### src/rtl/serial_sub_pkg.sv
// serial_sub_pkg -- shared definitions for the bit-serial subtractor.
//   state_t            : FSM encoding (IDLE / RUN / DONE)
//   SERIAL_SUB_WIDTH   : default operand width
//   cnt_width()        : bit counter width for a given operand width
package serial_sub_pkg;

   localparam int SERIAL_SUB_WIDTH = 8;

   typedef enum logic [1:0] {
      IDLE = 2'd0,
      RUN  = 2'd1,
      DONE = 2'd2
   } state_t;

   // A counter must be at least one bit wide, even when only one bit is processed.
   function automatic int cnt_width(input int w);
      return (w > 1) ? $clog2(w) : 1;
   endfunction

endpackage

### src/rtl/fs_cell.sv
// fs_cell -- one-bit full subtractor, purely combinational.
//   a, b : operand bits (a - b)
//   bin  : borrow in
//   d    : difference bit
//   bout : borrow out
module fs_cell (
   input  logic a,
   input  logic b,
   input  logic bin,
   output logic d,
   output logic bout
);

   assign d    = a ^ b ^ bin;
   assign bout = (~a & b) | (~(a ^ b) & bin);

endmodule

### src/rtl/serial_sub.sv
// serial_sub -- bit-serial subtractor, d = a - b - bin (mod 2^WIDTH), LSB first.
// One operand set is accepted in IDLE, WIDTH bits are processed in RUN (one
// per clock), and the result is held in DONE until the consumer takes it.
//
// Ports
//   clk, rst_n          : clock, asynchronous active-low reset
//   in_valid / in_ready : operand handshake (a, b, bin)
//   out_valid/ out_ready: result handshake (d, bout)
//   busy                : high while an operation is in RUN or DONE
//   ovf                 : signed overflow, present only with SERIAL_SUB_OVF_EN
//
// Build option
//   SERIAL_SUB_OVF_EN   : adds the ovf output and its register.
module serial_sub
   import serial_sub_pkg::*;
#(
   parameter int WIDTH = SERIAL_SUB_WIDTH
) (
   input  logic             clk,
   input  logic             rst_n,
   input  logic             in_valid,
   output logic             in_ready,
   input  logic [WIDTH-1:0] a,
   input  logic [WIDTH-1:0] b,
   input  logic             bin,
   output logic             out_valid,
   input  logic             out_ready,
   output logic [WIDTH-1:0] d,
   output logic             bout,
   output logic             busy
`ifdef SERIAL_SUB_OVF_EN
   ,
   output logic             ovf
`endif
);

   localparam int              CNT_W = cnt_width(WIDTH);
   localparam logic [CNT_W-1:0] LAST  = CNT_W'(WIDTH - 1);

   state_t           state_q, state_d;
   logic [CNT_W-1:0] cnt_q;
   logic [WIDTH-1:0] a_sh, b_sh;   // operands shift right so bit cnt is always at [0]
   logic [WIDTH-1:0] res_q;
   logic [WIDTH:0]   res_cat;
   logic             br_q;
   logic             cell_d, cell_bout;

   fs_cell u_cell (
      .a    (a_sh[0]),
      .b    (b_sh[0]),
      .bin  (br_q),
      .d    (cell_d),
      .bout (cell_bout)
   );

   // New difference bit enters at the MSB; after WIDTH shifts bit 0 lands at [0].
   // Built as a concatenation so WIDTH=1 needs no special case.
   assign res_cat = {cell_d, res_q};

   // ---------------- FSM ----------------
   always_ff @(posedge clk or negedge rst_n) begin
      if (!rst_n) state_q <= IDLE;
      else        state_q <= state_d;
   end

   always_comb begin
      state_d   = state_q;
      in_ready  = 1'b0;
      out_valid = 1'b0;
      busy      = 1'b0;
      case (state_q)
         IDLE: begin
            in_ready = 1'b1;
            if (in_valid) state_d = RUN;
         end
         RUN: begin
            busy = 1'b1;
            if (cnt_q == LAST) state_d = DONE;
         end
         DONE: begin
            busy      = 1'b1;
            out_valid = 1'b1;
            if (out_ready) state_d = IDLE;
         end
         default: state_d = IDLE;
      endcase
   end

   // ---------------- datapath ----------------
   always_ff @(posedge clk or negedge rst_n) begin
      if (!rst_n) begin
         cnt_q <= '0;
         a_sh  <= '0;
         b_sh  <= '0;
         res_q <= '0;
         br_q  <= 1'b0;
      end else begin
         case (state_q)
            IDLE: begin
               if (in_valid) begin
                  a_sh  <= a;
                  b_sh  <= b;
                  br_q  <= bin;
                  cnt_q <= '0;
               end
            end
            RUN: begin
               a_sh  <= a_sh >> 1;
               b_sh  <= b_sh >> 1;
               br_q  <= cell_bout;
               res_q <= res_cat[WIDTH:1];
               cnt_q <= cnt_q + CNT_W'(1);
            end
            default: ;
         endcase
      end
   end

   assign d    = res_q;
   assign bout = br_q;

`ifdef SERIAL_SUB_OVF_EN
   // Overflow is decided on the MSB step: operand signs differ and the result
   // sign differs from the minuend's.
   logic ovf_q;

   always_ff @(posedge clk or negedge rst_n) begin
      if (!rst_n)
         ovf_q <= 1'b0;
      else if (state_q == RUN && cnt_q == LAST)
         ovf_q <= (a_sh[0] ^ b_sh[0]) & (cell_d ^ a_sh[0]);
   end

   assign ovf = ovf_q;
`endif

endmodule

### config.mk
export PLATFORM = sky130hd
export DESIGN_NAME = serial_sub
export DESIGN_NICKNAME = d
export VERILOG_FILES = /design/src/rtl/serial_sub_pkg.sv /design/src/rtl/fs_cell.sv /design/src/rtl/serial_sub.sv
export SDC_FILE = /design/constraint.sdc
export NUM_CORES = 1
export LEC_CHECK = 0
export CAP_MARGIN = 25
export CORE_MARGIN = 4
export CORE_UTILIZATION = 53
export DETAILED_ROUTE_END_ITERATION = 12
export PLACE_DENSITY_LB_ADDON = 0.3
export SKIP_LAST_GASP = 1
export SLEW_MARGIN = 15
export SYNTH_ARGS = -nofsm -noshare
export SYNTH_HDL_FRONTEND = slang
export SYNTH_SLANG_ARGS = --single-unit
### constraint.sdc
create_clock -name clk -period 4.58 [get_ports clk]
set_clock_uncertainty 0.1 [all_clocks]
set_input_delay 0.916 -clock clk [delete_from_list [all_inputs] [get_ports clk]]
set_output_delay 0.916 -clock clk [all_outputs]
set_load 0.1 [all_outputs]
-- Word-level counts from Yosys, hierarchy flattened
Index checks and enable logic that the tools add are counted.
- register bits: 30
- logic and storage cells: 40
- output and inout bits: 12
- input bits: 21
- equality and inequality tests: 6
- add/subtract/negate cells: 1
- reductions and logical operators: 5
- mux-type cells: 15
- bitwise gates (word level): 7
- operator list (kind ; count):
    8-bit one-hot mux with 2 select lines ; 2
    8-bit two-way mux ; 2
    2-bit two-way mux ; 3
    2-bit != test, second input constant ; 3
    2-bit one-hot mux with 3 select lines ; 1
    3-bit one-hot mux with 2 select lines ; 1
    1-bit two-way mux ; 4
    3-bit by 1-bit adder with 3-bit output, second input constant ; 1
    3-bit equality test, second input constant ; 1
    3-bit two-way mux ; 1
    3-bit AND reduction ; 1
    1-bit bitwise AND ; 2
    2-bit by 1-bit equality test with 1-bit output, second input constant ; 1
    2-bit equality test, second input constant ; 1
    2-bit zero test ; 1
    1-bit inverter ; 2
    1-bit one-hot mux with 2 select lines ; 1
    2-bit AND reduction ; 1
    2-bit nonzero test ; 1
    2-bit OR reduction ; 1
    1-bit XOR ; 2
    1-bit bitwise OR ; 1

-- Logic depth before layout (Yosys ltp)
- word-level depth: 5
- gate-level depth with buffers: 7
- mapped depth without buffers: 5

-- By module
Synthesis repeated with hierarchy kept, for this count alone.
- cells, all modules: 121
- area total of the unflattened synthesis: 1437.6 µm²
- by module, submodules not included (module ; instances ; sequential area each (µm²) ; cells an instance ; area an instance (µm²)):
    serial_sub ; 1 ; 750.7 ; 117 ; 1406.3
    fs_cell ; 1 ; 0.0 ; 4 ; 31.3

-- Worst setup path after synthesis
Ideal clock, no wire load.
- kind: register -> output
- start: reg state_q[0]
- end: out in_ready
- data required time: 3564 ps
- path slack: 2186 ps
- arrival time: 1378 ps
- buffers on the path: 0
- stages on the path, launching flop included: 3
- cell sequence: dfrtp_1 inv_1 ha_1
- longest elaborated chain between the ends: 2
- RTL lines (what ; RTL line ; source):
    start: declaration ; serial_sub.sv:40 ; state_t state_q, state_d;
    start signal: assignment ; serial_sub.sv:63 ; else state_q <= state_d;
    2-bit zero test ; serial_sub.sv:71 ; case (state_q)
    1-bit two-way mux ; serial_sub.sv:71 ;
    end: declaration ; serial_sub.sv:22 ; output logic in_ready,
No other way between the ends.

-- Final worst setup path
- start: reg state_q[1]
- end: out in_ready
Same word-level chain as after synthesis.

==> results by group <==
Cells and area
  – FF/Latch Area: 750.7 µm²
  – Share of cells above drive strength 1: 23.57%
  – Diode count: 0
  – Fillers: 202
  – Nets: 184
  – Final instance area: 0.001903 mm²
  – Area of the multi-input gates: 648.1 µm²
  – Non-Filler Instances: 187
  – Area grow syn2layout: 29.34%

Placed design
  – Port-buffer cells: 32
  – Cells after DPL: 179
  – DP HPWL: 2.139 mm
  – Area after detailed placement: 0.001826 mm²
  – Routability cong.: 0.7744

Timing
  – Slew Viols, Final: 0
  – TNS Setup: 0 ns
  – Final min period: 3.462 ns
  – Final Hold Slack: 0.3880 ns
  – Final hold vios: 0
  – Fin crit share: 75.58%
  – Final setup fails: 0
  – RSZ-0062 raised after global routing: no
  – Worst-Margin Slew: 0.9785 ns
  – Rel. slew slack: 34.57%
  – FMAX: 0.2889 GHz

CTS
  – CTS tree: yes
  – Clk_lat worst skew: 0.33 ns
  – Postcts setup bufs: 0
  – Post-CTS sizing: 0
  – CTS root buffer: clkbuf_4
  – Post-cts hold buffer count: 0
  – Num CTS Buffers: 5
  – CTS HTree Levels: 2
  – CTS max path bufs: 2
  – Clk sinks: 30
  – CTS clk-pin slew, worst paths: 0.11 ns

Global routing
  – Largest net degree at the start of global routing: 31
  – Total track usage: 18.08%
  – First-pass GRT wire length: 4.719 mm
  – Vias in the first global route: 1,038
  – Antenna violations before repair: 0
  – GRT overflow: 0

Drt
  – DRC errors left: 0
  – Vias: 1,010
  – Vias per cell: 5.401
  – First-pass DRT Iterations: 4
  – Antenna-violating nets left: 0
  – Wire per inst: 15.45 µm
  – DR iter-0 viols: 26
  – Final wirelength: 2.890 mm

Logic synthesis
  – Mapped Cells: 120
  – Sequential share of the synthesized area: 51.02%
  – YS warnings: 0
  – Distinct cell type count after synthesis: 20
  – Mapped Area: 0.001471 mm²
  – Synthesized area per cell: 12.26 µm²
  – Yosys reg bits: 30
  – Synthesized net count: 148

Worst setup path
  – Worst setup SP type: flop
  – Slowest CP cell: clkdlybuf4s50_1
  – Delay-heaviest family, CP: buffers and inverters
  – Crit end category: output pin
  – CP cell instances: inv_1, ha_1, clkdlybuf4s50_1
  – Crit path max fanout: 7
  – Worst EP arrival: 2.45 ns
  – Max stage delay on crit path: 1.21 ns
  – Reg-to-reg critical path endpoint: state_q[0]
  – Reg2Reg Depth: 6
  – R2R Path Start: state_q[1]
  – R2r setup slk: 2.42 ns
  – Critical setup path kind: reg -> out
  – CP bufs+invs: 2
  – Critical Path RT: 3.56 ns

Floorplanning
  – Initial core utilization: 57.31%
  – Die area: 0.003683 mm²
  – Core Region: 0.002567 mm²
  – I/O pin cnt: 33
  – Die width: 60.69 µm
  – FP Rows: 18
  – Die Ht: 60.69 µm

Run
  – Max_cap viols: 0

Worst hold path
  – Hold Path Stages: 2
  – Worst hold-check path type: reg -> reg
  – Critical hold path startpoint: b_sh[2]
  – Worst Hold Endpoint: b_sh[2]

Outcome
  – Outcome: complete, no violations
[sequential cells by signal, summed over array words and instances, names as in the netlist]
| signal | cells |
|---|---|
| bout | 1 |
| state_q | 2 |
| a_sh | 8 |
| cnt_q | 3 |
| d | 8 |
| b_sh | 8 |
[Yosys cell counts (all sizes together)]
cell type / n / area, µm²
fa: 1 / 20.02
a21oi: 1 / 5.000
dfrtp: 30 / 750.7
nand2: 19 / 71.32
o2bb2ai: 1 / 8.760
ha: 6 / 75.07
nand2b: 1 / 8.760
nor2b: 1 / 6.260
buf: 6 / 55.05
o21ai: 17 / 137.6
a32o: 2 / 20.02
mux2: 10 / 112.6
mux2i: 15 / 153.9
nand3: 1 / 5.000
inv: 7 / 26.28
nand4: 1 / 6.260
o221ai: 1 / 8.760
[cell families after synthesis]
| family | share of synthesized area [%] |
|---|---|
| flops | 51.02 |
| mux | 18.11 |
| simple gates | 6.633 |
| compound gates | 12.24 |
| buf+inv | 5.527 |
| fa+ha+maj | 6.463 |
[layout by cell type, fill, tap and decap left out, types with 2 or more instances in the layout]
master	synthesis	routed
clkdlybuf4s50_1	0	32
dfrtp_1	30	30
nand2_1	19	19
mux2i_1	14	14
o21ai_2	14	14
mux2_2	10	10
inv_1	7	7
ha_1	6	6
clkbuf_4	0	5
o21ai_0	3	3
a32o_1	2	2
clkinv_2	0	2
buf_4	0	2
[metrics by stage]
step | util, % | setup WS, ns
after floorplan | - | 2.186
after global placement | 70.03 | 1.568
after detailed placement | 71.10 | 1.467
after CTS | 74.12 | 1.095
after global routing | 74.12 | 1.027
final | 74.12 | 1.118
[worst max path at each step]
| stage | from | cells after the start | endpoint |
|---|---|---|---|
| finish | state_q[1] | 3 | in_ready |
| global route | state_q[0] | 3 | in_ready |
| CTS | state_q[1] | 3 | in_ready |
| detailed placement | state_q[1] | 3 | in_ready |
| global placement | state_q[0] | 3 | in_ready |
| floorplan | state_q[0] | 2 | in_ready |
[worst min-delay path: stages, from the launching register on]
cell	delay [ns]
dfrtp_1	0.35
nand2_1	0.06
o21ai_2	0.05
[layout make-up]
class	instances	area share, %
flip-flops and latches	30	39.45
multi-input cells	77	34.06
repair buffers	35	19.07
clock inverters	3	2.104
clock buffers	5	1.972
well taps	30	1.972
inverters	7	1.381
[routing by layer]
layer / vias up / wire length, µm / GRT usage, %
li1: 491 / - / -
met1: 484 / 1161 / 22.01
met2: 31 / 1517 / 30.38
met3: 4 / 176 / 5.532
met4: 0 / 34 / 6.502
met5: - / 0 / 0
Power is not shown: default switching activity piles up to over one toggle a cycle in this logic, so the estimate is an artifact.
